`src/rtl/sdram_cmd_responder.sv`:
```
// SDRAM device model on the target side of the DDR command bus: decodes commands, tracks
// bank/row state, keeps written data in a small RAM, returns read bursts and flags protocol errors.
module sdram_cmd_responder #(
  parameter int unsigned CasLatency  = 2,
  parameter int unsigned BurstLength = 2,
  parameter int unsigned TRcd        = 2,
  parameter int unsigned MemAddrBits = 8
) (
  input  logic        clock,
  input  logic        reset,
  input  logic        ddr_cke,
  input  logic        ddr_csn,
  input  logic        ddr_rasn,
  input  logic        ddr_casn,
  input  logic        ddr_wen,
  input  logic [1:0]  ddr_ba,
  input  logic [12:0] ddr_addr,
  input  logic [1:0]  ddr_dm,
  input  logic [15:0] dq_i,
  output logic [15:0] dq_o,
  output logic        dq_oe,
  output logic        err,
  output logic [3:0]  err_code
);

  localparam int unsigned LgBl     = $clog2(BurstLength);
  localparam int unsigned StepW    = $clog2(CasLatency + BurstLength);
  localparam int unsigned TrcdW    = (TRcd > 1) ? $clog2(TRcd) : 1;
  localparam int unsigned WordW    = MemAddrBits;
  localparam int unsigned HiW      = WordW - LgBl;
  localparam int unsigned NumWords = 1 << WordW;

  localparam logic [StepW-1:0] WrLast   = StepW'(BurstLength - 1);
  localparam logic [StepW-1:0] RdFirst  = StepW'(CasLatency - 1);
  localparam logic [StepW-1:0] RdLast   = StepW'(CasLatency + BurstLength - 2);
  localparam logic [TrcdW-1:0] TrcdLoad = TrcdW'(TRcd - 1);

  localparam logic [2:0] CmdNop   = 3'b111;
  localparam logic [2:0] CmdAct   = 3'b011;
  localparam logic [2:0] CmdRead  = 3'b101;
  localparam logic [2:0] CmdWrite = 3'b100;
  localparam logic [2:0] CmdPre   = 3'b010;
  localparam logic [2:0] CmdRef   = 3'b001;
  localparam logic [2:0] CmdLmr   = 3'b000;
  localparam logic [2:0] CmdBst   = 3'b110;

  localparam logic [3:0] ErrNone       = 4'd0;
  localparam logic [3:0] ErrActOpen    = 4'd1;
  localparam logic [3:0] ErrBankClosed = 4'd2;
  localparam logic [3:0] ErrTrcd       = 4'd3;
  localparam logic [3:0] ErrBanksOpen  = 4'd4;
  localparam logic [3:0] ErrUninit     = 4'd5;
  localparam logic [3:0] ErrBurst      = 4'd6;
  localparam logic [3:0] ErrMode       = 4'd7;

  typedef enum logic {
    ST_UNINIT = 1'b0,
    ST_READY  = 1'b1
  } state_t;

  state_t r_state;
  state_t w_state_nxt;

  logic [3:0]       r_open;
  logic [12:0]      r_row  [4];
  logic [TrcdW-1:0] r_trcd [4];

  logic             r_busy;
  logic             r_is_rd;
  logic             r_ap;
  logic [1:0]       r_bank;
  logic [StepW-1:0] r_step;
  logic [HiW-1:0]   r_base_hi;
  logic [LgBl-1:0]  r_start;

  logic [15:0]      r_mem [NumWords];
  logic [15:0]      r_dq;
  logic             r_dq_oe;
  logic             r_err;
  logic [3:0]       r_err_code;

  logic             w_cmd_en;
  logic [2:0]       w_cmd;
  logic             w_lmr_match;
  logic             w_in_flight;
  logic [3:0]       w_code;
  logic             w_ok;
  logic             w_act;
  logic             w_pre;
  logic             w_rd_go;
  logic             w_wr_go;
  logic             w_lmr_ok;
  logic [WordW-1:0] w_cmd_word;
  logic [LgBl-1:0]  w_burst_col;
  logic [WordW-1:0] w_burst_word;
  logic [WordW-1:0] w_mem_addr;
  logic             w_burst_end;
  logic             w_fetch;
  logic             w_wbeat;
  logic             w_mem_we;

  // Command decode; deselected or clock-disabled cycles look like NOP
  assign w_cmd_en    = ddr_cke & ~ddr_csn;
  assign w_cmd       = w_cmd_en ? {ddr_rasn, ddr_casn, ddr_wen} : CmdNop;
  assign w_lmr_match = (ddr_addr[6:4] == 3'(CasLatency)) && (ddr_addr[2:0] == 3'(LgBl));
  assign w_in_flight = r_busy | r_dq_oe;
  assign w_cmd_word  = WordW'({ddr_ba, r_row[ddr_ba], ddr_addr[9:0]});

  // Sequential wrap inside the burst: only the low lg(BL) column bits advance
  assign w_burst_col  = r_start + (r_is_rd ? LgBl'(r_step - RdFirst) : LgBl'(r_step));
  assign w_burst_word = {r_base_hi, w_burst_col};
  assign w_fetch      = r_busy && r_is_rd && (r_step >= RdFirst);
  assign w_wbeat      = r_busy && !r_is_rd;
  assign w_burst_end  = r_busy && (r_step == (r_is_rd ? RdLast : WrLast));
  assign w_mem_we     = reset && (w_wr_go || w_wbeat);
  assign w_mem_addr   = w_wr_go ? w_cmd_word : w_burst_word;

  // State register
  always_ff @(posedge clock) begin
    if (!reset) r_state <= ST_UNINIT;
    else        r_state <= w_state_nxt;
  end

  // Next state: leave UNINIT on the first accepted mode-register load
  always_comb begin
    w_state_nxt = r_state;
    case (r_state)
      ST_UNINIT: if (w_lmr_ok) w_state_nxt = ST_READY;
      ST_READY:  w_state_nxt = ST_READY;
      default:   w_state_nxt = ST_UNINIT;
    endcase
  end

  // Legality checks in ascending code order so the lowest code wins; accepted-command strobes
  always_comb begin
    w_code = ErrNone;
    if ((r_state == ST_UNINIT) && (w_cmd != CmdNop) && (w_cmd != CmdPre) && (w_cmd != CmdLmr)) begin
      w_code = ErrUninit;
    end else begin
      case (w_cmd)
        CmdAct: if (r_open[ddr_ba]) w_code = ErrActOpen;
        CmdRead, CmdWrite: begin
          if (!r_open[ddr_ba])              w_code = ErrBankClosed;
          else if (r_trcd[ddr_ba] != '0)    w_code = ErrTrcd;
          else if (w_in_flight)             w_code = ErrBurst;
        end
        CmdRef: if (|r_open) w_code = ErrBanksOpen;
        CmdLmr: begin
          if (|r_open)           w_code = ErrBanksOpen;
          else if (!w_lmr_match) w_code = ErrMode;
        end
        CmdBst:  w_code = ErrBurst;
        default: w_code = ErrNone;
      endcase
    end
    w_ok     = (w_code == ErrNone);
    w_act    = w_ok && (w_cmd == CmdAct);
    w_pre    = w_ok && (w_cmd == CmdPre);
    w_rd_go  = w_ok && (w_cmd == CmdRead);
    w_wr_go  = w_ok && (w_cmd == CmdWrite);
    w_lmr_ok = w_ok && (w_cmd == CmdLmr);
  end

  // Bank open/row/tRCD tracking; auto-precharge applied before this cycle's command
  always_ff @(posedge clock) begin
    if (!reset) begin
      r_open <= '0;
      for (int b = 0; b < 4; b++) begin
        r_row[b]  <= '0;
        r_trcd[b] <= '0;
      end
    end else begin
      for (int b = 0; b < 4; b++) begin
        if (ddr_cke && (r_trcd[b] != '0)) r_trcd[b] <= r_trcd[b] - TrcdW'(1);
      end
      if (w_burst_end && r_ap) r_open[r_bank] <= 1'b0;
      if (w_act) begin
        r_open[ddr_ba] <= 1'b1;
        r_row[ddr_ba]  <= ddr_addr;
        r_trcd[ddr_ba] <= TrcdLoad;
      end
      if (w_pre) begin
        if (ddr_addr[10]) r_open <= '0;
        else              r_open[ddr_ba] <= 1'b0;
      end
    end
  end

  // Burst sequencer; step counts cycles after the command cycle
  always_ff @(posedge clock) begin
    if (!reset) begin
      r_busy    <= 1'b0;
      r_is_rd   <= 1'b0;
      r_ap      <= 1'b0;
      r_bank    <= '0;
      r_step    <= '0;
      r_base_hi <= '0;
      r_start   <= '0;
    end else begin
      if (r_busy) begin
        r_step <= r_step + StepW'(1);
        if (w_burst_end) r_busy <= 1'b0;
      end
      if (w_rd_go || w_wr_go) begin
        r_busy    <= 1'b1;
        r_is_rd   <= w_rd_go;
        r_ap      <= ddr_addr[10];
        r_bank    <= ddr_ba;
        r_step    <= StepW'(1);
        r_base_hi <= w_cmd_word[WordW-1:LgBl];
        r_start   <= ddr_addr[LgBl-1:0];
      end
    end
  end

  // Byte-masked storage; contents survive reset
  always_ff @(posedge clock) begin
    if (w_mem_we) begin
      if (!ddr_dm[0]) r_mem[w_mem_addr][7:0]  <= dq_i[7:0];
      if (!ddr_dm[1]) r_mem[w_mem_addr][15:8] <= dq_i[15:8];
    end
  end

  // Read data path: fetch one cycle ahead so beat0 appears CL cycles after the command
  always_ff @(posedge clock) begin
    if (!reset) begin
      r_dq    <= '0;
      r_dq_oe <= 1'b0;
    end else if (w_fetch) begin
      r_dq    <= r_mem[w_burst_word];
      r_dq_oe <= 1'b1;
    end else begin
      r_dq    <= '0;
      r_dq_oe <= 1'b0;
    end
  end

  // First-error capture, sticky until reset
  always_ff @(posedge clock) begin
    if (!reset) begin
      r_err      <= 1'b0;
      r_err_code <= ErrNone;
    end else if (!r_err && !w_ok) begin
      r_err      <= 1'b1;
      r_err_code <= w_code;
    end
  end

  assign dq_o     = r_dq;
  assign dq_oe    = r_dq_oe;
  assign err      = r_err;
  assign err_code = r_err_code;

endmodule

```
`config.mk`:
```
export PLATFORM = sky130hd
export DESIGN_NAME = sdram_cmd_responder
export DESIGN_NICKNAME = d
export VERILOG_FILES = /design/src/rtl/sdram_cmd_responder.sv
export SDC_FILE = /design/constraint.sdc
export NUM_CORES = 2
export LEC_CHECK = 0
export CORE_MARGIN = 2
export CORE_UTILIZATION = 35
export CTS_BUF_LIST = sky130_fd_sc_hd__clkbuf_16
export CTS_CLUSTER_DIAMETER = 200
export CTS_CLUSTER_SIZE = 24
export DETAILED_ROUTE_END_ITERATION = 16
export HOLD_SLACK_MARGIN = 0.08
export PLACE_DENSITY = 0.55
export SLEW_MARGIN = 15
export SYNTH_ARGS = -nofsm -noshare
export SYNTH_HDL_FRONTEND = slang
export SYNTH_MEMORY_MAX_BITS = 65536
export SYNTH_SLANG_ARGS = --single-unit
```
`constraint.sdc`:
```
create_clock -name clock -period 5 [get_ports clock]
set_input_delay 1 -clock clock [delete_from_list [all_inputs] [get_ports clock]]
set_output_delay 1 -clock clock [all_outputs]
set_load 0.02 [all_outputs]
```
==> results_dict.tcl <==
set metrics [dict create \
    design_area_um2 190000 \
    synthesis.nets 12400 \
    area_growth_syn_to_layout_pct 14.0 \
    drive_above_1_share 0.141 \
    nFillCells 44200 \
    criticalPathCategory "reg2reg" \
    clock_latency_ps 950 \
    ios 62 \
    p_leak_nw 61.7 \
    hold_depth 1 \
    cts_sinks 4141 \
    synth_top_area_frac 0.736 \
    min_from "dq_i[9]" \
    synth_area_um2 167000 \
    synth-edff-count 4096 \
    routabilityCongestion 0.928 \
    via_per_inst 5.80 \
    slew_headroom 0.0819 \
    drc_errors 0 \
    end_kind "register" \
    fin_nets 13000 \
    worst_slack_ps -89.3 \
    worst_clock_skew_ps 39.8 \
    hold_end "r_mem[251][9]" \
    ys_types 86 \
    drt_iter0_drc 17700 \
    cts_buffer_depth 4 \
    fmax_mhz 196 \
    root_buffer "clkbuf_16" \
    track_usage 0.241 \
    port_buffers 56 \
    r2r-end "dq_o[12]" \
    multi_input_area_um2 40000 \
    maxSlewViolCount 0 \
    vdd_drop_max_uv 353 \
    dieHeight_um 695 \
    r2r_slack_ps -90 \
    synthCells 12300 \
    worstPathArrival_ps 5970 \
    cts_buffers 194 \
    initial_core_util 0.352 \
    final_util 0.401 \
    cts_hold_buf 0 \
    cts.repair_timing.setup_buffer_count 0 \
    yosys.area.top_type "edfxtp_1" \
    hold_viol 0 \
    htree_levels 4 \
    vias 113000 \
    rows 253 \
    drv_cap 0 \
    die_area_um2 483000 \
    synth-seq-area-share 0.742 \
    grt-ovfl-total 0 \
    synth_ff_type "edfxtp_1" \
    yosysMostFrequentCell "edfxtp_1" \
    path_max_fanout 30 \
    r2r.worst_path.cells 11 \
    setup_violations 53 \
    post-route-period-util 1.02 \
    status "finished, violations left" \
    critPathLaunchType "register" \
    async_reset_ff_frac 0 \
    violations "negative setup slack" \
    required_ps 5880 \
    yosysWarnings 0 \
    ant_nets 0 \
    grt_pass1_wl_um 825000 \
    p_per_area_nw_per_um2 317 \
    die_w_um 695 \
    cts_tree "yes" \
    path_clk_slew_ps 100 \
    yosys-top-cells-area "edfxtp_1 (74%), nand2_1 (5.5%), nand3_1 (2.5%)" \
    min_period_ps 5090 \
    hpwl_um 399000 \
    layout.area.seq_um2 124000 \
    worstMarginPinSlew_ps 1370 \
    antenna_found_initial 60 \
    synth_commonest_cells "edfxtp_1 (4096), nand2_1 (2468), nand3_1 (843)" \
    drt-total-wl_um 600000 \
    grt_pass1_vias 104000 \
    grt_max_degree 121 \
    syn_area_per_cell_um2 13.5 \
    synth-seq-cells 4141 \
    routedWlPerCell_um 30.9 \
    min-delay-path-class "in2reg" \
    drt-pass1-iter-count 8 \
    timing.rr.start "r_start" \
    core_um2 475000 \
    post_dp_cell_area_um2 185000 \
]
[worst max path at each step]
| stage | from | end | slack [ps] |
|---|---|---|---|
| global placement | ddr_addr[2] | r_mem[141][0] | -1110 |
| detailed placement | ddr_addr[2] | r_mem[141][6] | -1080 |
| global route | r_start | dq_o[8] | -2 |
| floorplan | ddr_ba[0] | r_mem[12][0] | 710 |
| CTS | ddr_addr[2] | r_mem[157][9] | -20 |
| finish | r_start | dq_o[12] | -90 |
[through the flow]
stage | hold WS [ps] | std cells | total power [mW] | TNS [ps] | setup WS, ps
floorplan | 440 | 12300 | 40.8 | 0 | 708
global route | 500 | 19400 | 61.8 | -2.50 | -2.50
finish | 487 | 19400 | 60.3 | -1170 | -89.3
CTS | 466 | 19400 | 60.4 | -335 | -22.2
global placement | 452 | 19100 | 43.0 | -1957030 | -1110
detailed placement | 461 | 19100 | 43.0 | -1847720 | -1080
[layout by cell type (no fill, tap or decap), types with 41 or more instances in the layout]
master,count
a41oi_1,41
nand3_1,834
o31ai_1,85
a211oi_1,65
a32oi_1,122
nor2_1,708
or3_1,58
clkbuf_16,198
mux2_2,42
mux2i_1,354
nand2b_1,92
o22ai_1,219
nor2_2,97
buf_12,213
nor4_1,73
nor3_1,378
buf_4,1092
inv_1,66
o21ai_0,266
nand4_1,84
o221ai_1,110
a32o_1,66
a31oi_1,269
edfxtp_1,4096
and3_1,46
a21oi_1,139
nand2_1,2451
o41ai_1,56
[cells by family after synthesis]
kind of cell               count (synthesis)  share of synthesized area
buffers and inverters                    945                     0.0229
muxes                                    399                     0.0244
and+or+nand+nor                         5036                      0.133
xor gates and xnor gates                   5                   0.000434
adders and majority gates                  1                  0.0000749
AOI/OAI and AO/OA                       1819                     0.0779
DFF                                     4141                      0.742
other                                      1                  0.0000225
[flip-flops by register name, indices dropped and copies added, names as in the netlist]
register / cells
r_mem: 4096
dq_o: 16
r_base_hi: 7
r_open: 4
r_trcd: 4
err_code: 3
r_bank: 2
r_step: 2
dq_oe: 1
err: 1
r_ap: 1
r_busy: 1
r_is_rd: 1
r_start: 1
r_state: 1
[metal layers]
| metal | part of all wire | track usage | up-vias |
|---|---|---|---|
| met2 | 0.44 | 0.366 | 6048 |
| met4 | 0.046 | 0.0981 | 12 |
| li1 | - | - | 47900 |
| met3 | 0.10 | 0.0468 | 861 |
| met1 | 0.41 | 0.338 | 57900 |
| met5 | 0.00013 | 0 | - |
[where the power goes]
group	internal (mW)	leakage (nW)	switching, mW	total (mW)
clock network	7.18	2.80	10.9	18.0
registers	38.1	37.2	0.0168	38.1
logic	1.14	21.8	3.07	4.21
[worst max-delay path, cell delays in order, from the launching register on]
cell      delay, ps
dfxtp_4         710
xnor3_4         830
buf_4           260
nand2b_1        390
buf_4           330
nor3_1           70
a21oi_1         130
a31oi_1         120
nor3_1          770
nand4_1         740
o22ai_1         360
buf_4           250
[cell type report]
class / instances / area share
diodes: 36 / 0.000473
clock buffers: 198 / 0.0260
clock inverters: 67 / 0.00166
inverters: 8 / 0.000210
multi-input cells: 7261 / 0.210
flip-flops and latches: 4141 / 0.651
well taps: 6375 / 0.0419
repair buffers: 1361 / 0.0688
[what timing repair did]
action | in CTS | in global routing
pin swaps | 0 | 0
endpoints found under the setup margin | 24 | 80
resized for setup | 1 | 10
Power figures use the tool's default switching activity.
